$ cat config.mk
export PLATFORM = sky130hd
export DESIGN_NAME = bram_heap_pq
export DESIGN_NICKNAME = d
export VERILOG_FILES = /design/src/rtl/bram_heap_pq.sv
export SDC_FILE = /design/constraint.sdc
export NUM_CORES = 1
export LEC_CHECK = 0
export BUFFER_PORTS_ARGS = -buffer_cell sky130_fd_sc_hd__buf_2
export CAP_MARGIN = 30
export CORE_ASPECT_RATIO = 0.9
export CORE_MARGIN = 1.5
export CORE_UTILIZATION = 65
export DETAILED_ROUTE_END_ITERATION = 8
export GPL_ROUTABILITY_DRIVEN = 0
export PLACE_DENSITY_LB_ADDON = 0.08
export SLEW_MARGIN = 5
export SYNTH_ARGS = -nofsm -noshare
export SYNTH_HDL_FRONTEND = slang
export SYNTH_SLANG_ARGS = --single-unit
$ cat constraint.sdc
create_clock -name CLK -period 17.75 [get_ports CLK]
set_input_delay 1.775 -clock CLK [delete_from_list [all_inputs] [get_ports CLK]]
set_output_delay 1.775 -clock CLK [all_outputs]
set_load 0.05 [all_outputs]
$ cat src/rtl/bram_heap_pq.sv
// Binary-heap priority queue: root kept in a register, levels 1.. stored
// as sibling-pair words in one BRAM per level with half write enables.
module bram_heap_pq #(
  parameter int TREE_DEPTH = 4,
  parameter int DATA_WIDTH = 32,
  parameter bit MAX_HEAP   = 1'b1
) (
  input  logic                  CLK,
  input  logic                  RSTn,
  input  logic                  i_write,
  input  logic                  i_read,
  input  logic                  i_replace,
  input  logic [DATA_WIDTH-1:0] i_new_item,
  output logic                  o_ready,
  output logic                  o_full,
  output logic                  o_empty,
  output logic [TREE_DEPTH-1:0] o_count,
  output logic [DATA_WIDTH-1:0] o_top_item
);
  localparam int D  = TREE_DEPTH;
  localparam int W  = DATA_WIDTH;
  localparam int LW = (D > 1) ? $clog2(D) : 1;
  localparam logic [D-1:0] CAP = {D{1'b1}};
  localparam logic [D-1:0] ONE = D'(1);

  typedef enum logic [2:0] {
    IDLE, UP_RD, UP_CMP, FETCH, FETCH_W, DN_RD, DN_CMP, DONE
  } state_t;

  state_t        state_q, state_d;
  logic [D-1:0]  cnt_q, cnt_d;
  logic [D-1:0]  k_q, k_d;
  logic [W-1:0]  cur_q, cur_d;
  logic [W-1:0]  root_q, root_d;
  logic [LW-1:0] rlvl_q, rlvl_d;

  logic          rd_en, w_en;
  logic [D-1:0]  rd_n, w_n;
  logic [W-1:0]  w_v;
  logic [LW-1:0] rd_lvl, w_lvl;
  logic [2*W-1:0] rd_all [D];
  logic [2*W-1:0] rpair;

  logic [D:0]    k2, cnt_x;
  logic [D-1:0]  par, best_n;
  logic [W-1:0]  par_v, best_v, lft, rgt;
  logic          use_r;

  function automatic logic [LW-1:0] lvl_of(input logic [D-1:0] n);
    lvl_of = '0;
    for (int i = 1; i < D; i++)
      if (n[i]) lvl_of = LW'(i);
  endfunction

  function automatic logic beats(input logic [W-1:0] a,
                                 input logic [W-1:0] b);
    return MAX_HEAP ? (a > b) : (a < b);
  endfunction

  function automatic logic [W-1:0] half(input logic [2*W-1:0] p,
                                        input logic hi);
    return hi ? p[2*W-1:W] : p[W-1:0];
  endfunction

  assign rpair  = rd_all[rlvl_q];
  assign k2     = {k_q, 1'b0};
  assign cnt_x  = {1'b0, cnt_q};
  assign par    = k_q >> 1;
  assign par_v  = (par == ONE) ? root_q : half(rpair, par[0]);
  assign lft    = rpair[W-1:0];
  assign rgt    = rpair[2*W-1:W];
  assign use_r  = ({k_q, 1'b1} <= cnt_x) && beats(rgt, lft);
  assign best_v = use_r ? rgt : lft;
  assign best_n = {k_q[D-2:0], use_r};

  always_comb begin
    state_d = state_q;
    cnt_d   = cnt_q;
    k_d     = k_q;
    cur_d   = cur_q;
    rlvl_d  = rlvl_q;
    rd_en   = 1'b0;
    rd_n    = k_q;
    w_en    = 1'b0;
    w_n     = k_q;
    w_v     = cur_q;
    unique case (state_q)
      IDLE: begin
        if (i_replace) begin
          cur_d = i_new_item;
          k_d   = ONE;
          if (cnt_q == '0) begin
            cnt_d   = ONE;
            state_d = DONE;
          end else begin
            state_d = DN_RD;
          end
        end else if (i_read) begin
          if (cnt_q == ONE) begin
            cnt_d = '0;
          end else if (cnt_q != '0) begin
            cnt_d   = cnt_q - ONE;
            k_d     = cnt_q;
            state_d = FETCH;
          end
        end else if (i_write && cnt_q != CAP) begin
          cnt_d   = cnt_q + ONE;
          cur_d   = i_new_item;
          k_d     = cnt_q + ONE;
          state_d = (cnt_q == '0) ? DONE : UP_RD;
        end
      end
      UP_RD: begin
        rd_en   = 1'b1;
        rd_n    = par;
        rlvl_d  = lvl_of(par);
        state_d = UP_CMP;
      end
      UP_CMP: begin
        if (beats(cur_q, par_v)) begin
          w_en    = 1'b1;
          w_v     = par_v;
          k_d     = par;
          state_d = (par == ONE) ? DONE : UP_RD;
        end else begin
          state_d = DONE;
        end
      end
      FETCH: begin
        rd_en   = 1'b1;
        rlvl_d  = lvl_of(k_q);
        state_d = FETCH_W;
      end
      FETCH_W: begin
        cur_d   = half(rpair, k_q[0]);
        k_d     = ONE;
        state_d = DN_RD;
      end
      DN_RD: begin
        // A leaf slot takes cur directly; this write ends the operation
        if (k2 > cnt_x) begin
          w_en    = 1'b1;
          state_d = IDLE;
        end else begin
          rd_en   = 1'b1;
          rd_n    = {k_q[D-2:0], 1'b0};
          rlvl_d  = lvl_of(k_q) + LW'(1);
          state_d = DN_CMP;
        end
      end
      DN_CMP: begin
        if (beats(best_v, cur_q)) begin
          w_en    = 1'b1;
          w_v     = best_v;
          k_d     = best_n;
          state_d = DN_RD;
        end else begin
          state_d = DONE;
        end
      end
      DONE: begin
        w_en    = 1'b1;
        state_d = IDLE;
      end
      default: state_d = IDLE;
    endcase
  end

  assign root_d = (w_en && w_n == ONE) ? w_v : root_q;
  assign rd_lvl = lvl_of(rd_n);
  assign w_lvl  = lvl_of(w_n);

  always_ff @(posedge CLK or negedge RSTn) begin
    if (!RSTn) begin
      state_q <= IDLE;
      cnt_q   <= '0;
      k_q     <= '0;
      cur_q   <= '0;
      root_q  <= '0;
      rlvl_q  <= '0;
    end else begin
      state_q <= state_d;
      cnt_q   <= cnt_d;
      k_q     <= k_d;
      cur_q   <= cur_d;
      root_q  <= root_d;
      rlvl_q  <= rlvl_d;
    end
  end

  assign rd_all[0] = '0;

  for (genvar l = 1; l < D; l++) begin : g_lvl
    localparam int AW = (l > 1) ? l - 1 : 1;
    logic [2*W-1:0] mem [2**AW];
    logic [2*W-1:0] rd_q;
    logic [AW-1:0]  ra, wa;
    logic           re, we;

    assign re = rd_en && (rd_lvl == LW'(l));
    assign we = w_en && (w_lvl == LW'(l));
    assign ra = (l > 1) ? rd_n[AW:1] : '0;
    assign wa = (l > 1) ? w_n[AW:1] : '0;

    always_ff @(posedge CLK) begin
      if (we && !w_n[0]) mem[wa][W-1:0] <= w_v;
      if (we && w_n[0]) mem[wa][2*W-1:W] <= w_v;
      if (re) rd_q <= mem[ra];
    end

    assign rd_all[l] = rd_q;
  end

  assign o_ready    = (state_q == IDLE);
  assign o_full     = (cnt_q == CAP);
  assign o_empty    = (cnt_q == '0);
  assign o_count    = cnt_q;
  assign o_top_item = o_empty ? '0 : root_q;

endmodule
---- Word level (Yosys, flattened, before mapping) ----
Memories as Yosys holds them, arrays and structs flattened. A register that Yosys moved wholly into a read port is not among the register bits.
Cells that the tools add are included.
cells by class
  add/subtract/negate cells ............... 3
  bitwise operators ....................... 1
  equality and inequality tests ........... 28
  mux-type cells .......................... 72
  $lt $le $gt $ge ......................... 6
  reductions and logical operators ........ 29
operators by type and width
  kind                                                                     count
  32-bit 2-to-1 mux                                                        10
  64-bit binary-select mux with 2-bit select                               1
  64-bit 2-to-1 mux                                                        2
  32-bit case mux with 2 select lines                                      2
  32-bit > comparator                                                      3
  4-bit 2-to-1 mux                                                         13
  3-bit 2-to-1 mux                                                         9
  3-bit case mux with 8 select lines                                       1
  2-bit 2-to-1 mux                                                         10
  1-bit 2-to-1 mux                                                         19
  4-bit case mux with 4 select lines                                       1
  1-bit logical AND                                                        15
  3-bit == test, second input constant                                     4
  2-bit == test, second input constant                                     4
  4-bit by 1-bit == test with 1-bit output, second input constant          2
  4-bit by 3-bit inequality test with 1-bit output, second input constant  2
  4-bit inequality test, second input constant                             2
  4-bit case mux with 2 select lines                                       1
  4-bit nonzero test                                                       2
  3-bit by 1-bit == test with 1-bit output, second input constant          2
  3-bit by 2-bit == test with 1-bit output, second input constant          2
  2-bit inequality test, second input constant                             3
  2-bit case mux with 3 select lines                                       1
  3-bit AND reduction                                                      2
  24 further kinds                                                         26
word-level totals
  bits in registers ....................... 77
  logic and storage cells ................. 148
  memories kept ........................... 3
  bits in writable memories ............... 512
  output and inout port bits .............. 39
memories
  name          words  width  read ports  clocked after Yosys merged registers in  wr ports  RTL line  RTL
  g_lvl[3].mem  4      64     1           1                                        1         195       logic [2*W-1:0] mem [2**AW];
  g_lvl[1].mem  2      64     1           1                                        1         195
  g_lvl[2].mem  2      64     1           1                                        1         195

---- Depth between registers and ports, before layout ----
  depth in word-level cells ............... 14
  mapped depth ............................ 25
  mapped depth without buffers ............ 19

---- Worst setup path before layout ----
No wires, ideal clock.
  path type ............................... register -> register
  start ................................... register rlvl_q[1]
  end ..................................... memory g_lvl[3].mem[0][0] (netlist name), enable pin
  cell stages (with the launch flop) ...... 22
  slack ................................... 9200 ps
  data arrival time ....................... 8049 ps
  clock period less this slack ............ 8550 ps
  cell sequence ........................... dfrtp_1 > buf_2 > buf_1 > mux2_2 > a22oi_1 > ha_1 > nand4_2 > or4_1 > a311o_1 > and2_1 > buf_2 > buf_1 > o21a_1 > ha_1 > nand4_1 > nor4_1 > nand2b_1 > a31oi_1 > o21a_1 > buf_2 > nor3_2 > nor4_1
on the way
  cells in the longest elaborated chain, start to end .. 14
  elaborated cells between the ends (all ways) .. 18
  classes of those cells .................. 3 x order compare; 11 x mux; 1 x bitwise; 3 x reduce/logical
ends and longest elaborated chain
  what                                                     RTL line  RTL
  start: declaration                                       35        logic [LW-1:0] rlvl_q, rlvl_d;
  start signal: assignment                                 187       rlvl_q <= rlvl_d;
  2-bit NOT with 3-bit output (implied by the code) *      65        assign rpair = rd_all[rlvl_q];
  64-bit binary-select mux with 2-bit select *             65
  64-bit 2-to-1 mux (implied by the code) * (2 in series)  65
  32-bit > comparator                                      57        return MAX_HEAP ? (a > b) : (a < b);
  1-bit logical AND                                        72        assign use_r = ({k_q, 1'b1} <= cnt_x) && beats(rgt, lft);
  32-bit 2-to-1 mux                                        73        assign best_v = use_r ? rgt : lft;
  32-bit > comparator                                      57
  1-bit 2-to-1 mux                                         152       if (beats(best_v, cur_q)) begin
  1-bit case mux with 4 select lines *                     87        unique case (state_q)
  1-bit logical AND *                                      201       assign we = w_en && (w_lvl == LW'(l));
  1-bit logical AND *                                      206       if (we && !w_n[0]) mem[wa][W-1:0] <= w_v;
  1-bit 2-to-1 mux *                                       206
  1-bit 2-to-1 mux (implied by the code) *                 206
  end: declaration                                         195
Every way passes the cells marked *; elsewhere a longest branch is shown, timed or not. The select of a mux whose other input is x is not followed.

---- Worst setup path in the final report ----
  start ................................... register rlvl_q[0]
  end ..................................... memory g_lvl[1].mem[0][3] (netlist name), enable pin
on the way
  cells in the longest elaborated chain, start to end .. 14
  elaborated cells between the ends (all ways) .. 18
  classes of those cells .................. 3 x order compare; 11 x mux; 1 x bitwise; 3 x reduce/logical
ends and longest elaborated chain
  what                                                     RTL line
  2-bit NOT with 3-bit output (implied by the code) *      65
  64-bit binary-select mux with 2-bit select *             65
  64-bit 2-to-1 mux (implied by the code) * (2 in series)  65
  32-bit > comparator                                      57
  1-bit logical AND                                        72
  32-bit 2-to-1 mux                                        73
  32-bit > comparator                                      57
  1-bit 2-to-1 mux                                         152
  1-bit case mux with 4 select lines *                     87
  1-bit logical AND *                                      201
  1-bit logical AND *                                      206
  1-bit 2-to-1 mux *                                       206
  1-bit 2-to-1 mux (implied by the code) *                 206
  end: declaration                                         195
Marks and branches as above.

==> flow_summary.yaml <==
final_layout:
  area_delta_synth_final_pct: 11.48
  final_cells: 3022
  drive_gt1_share_pct: 18.62
  final_cell_mix: "edfxtp_1 (640), mux2i_1 (197), nor2_1 (146)"
  fin_nets: 2477
  layout_commonest_cell: "edfxtp_1"
  diodes: 0
die:
  fp.dieW_um: 238.0
  fp-row-count: 77
  start_util_pct: 65.73
  dieArea_um2: 51040
  pin_count: 76
  fp.coreArea_um2: 49130
  die_h_um: 214.5
critical_path:
  reg2reg_slack_ns: 7.42
  reg2reg_depth: 21
  crit_path_frequent_cell: "buf_4"
  cp_data_arrival_time_ns: 10.58
  crit_type: "reg -> reg"
  critPathTopFamily: "simple AND/OR/NAND/NOR gates"
  cp.required_ns: 18.00
  critPathCaptureType: "register"
  cpPeakStageDelay_ns: 0.90
  rr_endpoint: "g_lvl[1].mem[0][3]"
  path_max_fanout: 46
  worstPathCellList: "nor2b_4 > buf_4 > a22oi_1 > ha_1 > nand4_1 > nor4_1 > a31o_2 > a31o_2 > and2_2 > buf_4 > o21a_1 > ha_1 > nand4_1 > nor4_1 > nand2b_1 > a31oi_1 > o21a_2 > buf_4 > nor3_2 > nor3b_2 > buf_4"
  path_depth: 21
  worst-path-buf-inv: 4
  r2r_start: "rlvl_q[0]"
  critical-path-slowest-cell: "and2_2"
  critPathLaunchType: "register"
clock_network:
  clock_latency_ns: 0.63
  cts_hold_buf: 0
  path_clk_slew_ns: 0.06
  cts_tree: "yes"
  clk_path_buf_depth: 3
  root_buffer: "clkbuf_16"
  cts_resized: 0
  cts_setup_buffers: 0
  cts_made_buffers: 71
  cts.sinks: 717
  htree_levels: 3
timing:
  layout_setup_ws_ns: 7.419
  setup_tns_ns: 0
  rsz0062_at_grt: "no"
  max_freq_ghz: 0.09680
  hold_viol: 0
  maxSlewHeadroom_pct: 27.45
  skew_ns: 0.02020
  worstMarginPinSlew_ns: 1.088
  holdWs_ns: 0.4143
  finalSetupViolCount: 0
  min_period_ns: 10.33
  fin_crit_sh_pct: 58.20
  drv_slew: 0
synth:
  synth_warnings: 0
  netlist_area_um2: 32300
  synth_edf_count: 640
  ys_types: 64
  syn_inst: 2247
  async_flop_share_pct: 10.74
  synth_flop_cell: "edfxtp_1"
  yosysSeqAreaShare_pct: 65.47
  syn_avg_cell_area_um2: 14.37
  syn-num-nets: 2390
  ys_seq_elements: 717
min_path:
  hp-class: "reg -> reg"
  holdPathStages: 0
  hold_path_end: "g_lvl[1].rd_q[59]"
  timing.hold.worst.start: "g_lvl[1].mem[0][59]"
placed_design:
  pre_cts_ws_ns: 7.881
  dp.cells: 2874
  numPortBuffers: 75
  hpwl_um: 52720
routing:
  vias_per_cell: 6.991
  ant_nets: 0
  drt_first_pass_iters: 8
  wirelength_um: 87820
  vias: 21130
  drt_iter0_markers: 3301
  drc: 0
  drt-wirelength-per-cell_um: 29.06
grt:
  grt_first_pass_wirelength_um: 129200
  gr-total-overflow: 0
  antenna_found_initial: 1
  grt_max_degree: 72
  grtUsageTotal_pct: 34.61
  first_global_vias: 20330
outcome:
  status: "complete, no violations"
flow_run:
  maxCapViolCount: 0
-- registers in the layout (all words and copies together), names as in the netlist --
signal	count
cur_q	32
rlvl_q	2
state_q	3
o_count	4
k_q	4
root_q	32
g_lvl.mem	448
g_lvl.rd_q	192
-- layout make-up --
cell class / count / area (um2)
tap: 632 / 790.8
inverter: 79 / 296.5
fill: 3129 / 13130
clock buffer: 89 / 1866
sequential: 717 / 21150
clock inverter: 40 / 387.9
timing repair buffer: 158 / 1107
multi-input combinational: 1307 / 10410
-- Yosys cell counts (21+ instances only) --
master    instances  area [um2]
nand3_1          43       215.2
ha_1            106        1326
a22oi_1          35       262.8
o211ai_1         51       382.9
nand2_1          47       176.4
nor2_1          150       563.0
o221ai_1         32       280.3
edfxtp_1        640       19220
buf_2            27       135.1
a22o_1           33       289.0
a21oi_1         144       720.7
dfrtp_1          77        1927
clkbuf_1         84       315.3
mux2i_1         197        1972
a32oi_1          32       280.3
mux2_2          132        1486
a211oi_1         65       488.0
o21a_1           67       503.0
inv_1            77       289.0
nand4_1          21       131.4
-- per-layer routing --
metal  vias up  global-route usage [%]  part of all wire [%]
li1       8985                       -                     -
met1     10430                   52.19                    41
met2      1460                   48.33                    42
met3       252                   10.08                    13
met4         2                   12.09                   3.5
met5         -                       0                 0.015
-- worst max-delay path by stage --
stage | startpoint | end
after CTS | rlvl_q[0] | g_lvl[2].mem[0][22]
after global routing | rlvl_q[0] | g_lvl[1].mem[0][3]
final | rlvl_q[0] | g_lvl[1].mem[0][3]
after floorplan | rlvl_q[1] | g_lvl[3].mem[0][0]
after detailed placement | rlvl_q[0] | g_lvl[2].mem[0][21]
after global placement | rlvl_q[0] | g_lvl[2].mem[0][20]
-- worst register-to-register path, stage by stage, from the launching register on --
cell and delay (ns):
dfrtp_2 0.64, nor2b_4 0.60, buf_4 0.73, a22oi_1 0.40, ha_1 0.42, nand4_1 0.31
nor4_1 0.58, a31o_2 0.26, a31o_2 0.77, and2_2 0.91, buf_4 0.50, o21a_1 0.21
ha_1 0.17, nand4_1 0.17, nor4_1 0.42, nand2b_1 0.10, a31oi_1 0.29, o21a_2 0.17
buf_4 0.51, nor3_2 0.31, nor3b_2 0.86, buf_4 0.59
-- stage by stage --
step,util [%],cell area [um2]
after floorplan,-,32300
after global placement,67.91,33370
after detailed placement,68.31,33560
after CTS,72.90,35820
after global routing,73.28,36010
final,73.28,36010
-- logic make-up (layout without fill, tap and decap cells) --
kind of cell / Yosys count / after routing / share of synthesized area (%)
AND/OR/NAND/NOR: 322 / 322 / 4.571
buffers and inverters: 223 / 366 / 2.882
XOR/XNOR: 4 / 4 / 0.1085
flip-flops: 717 / 717 / 65.47
AO/OA/AOI/OAI: 546 / 546 / 12.16
multiplexers: 329 / 329 / 10.71
adder cells (fa/ha/maj): 106 / 106 / 4.106
Power is not shown: default switching activity piles up to over one toggle a cycle in this logic, so the estimate is an artifact.
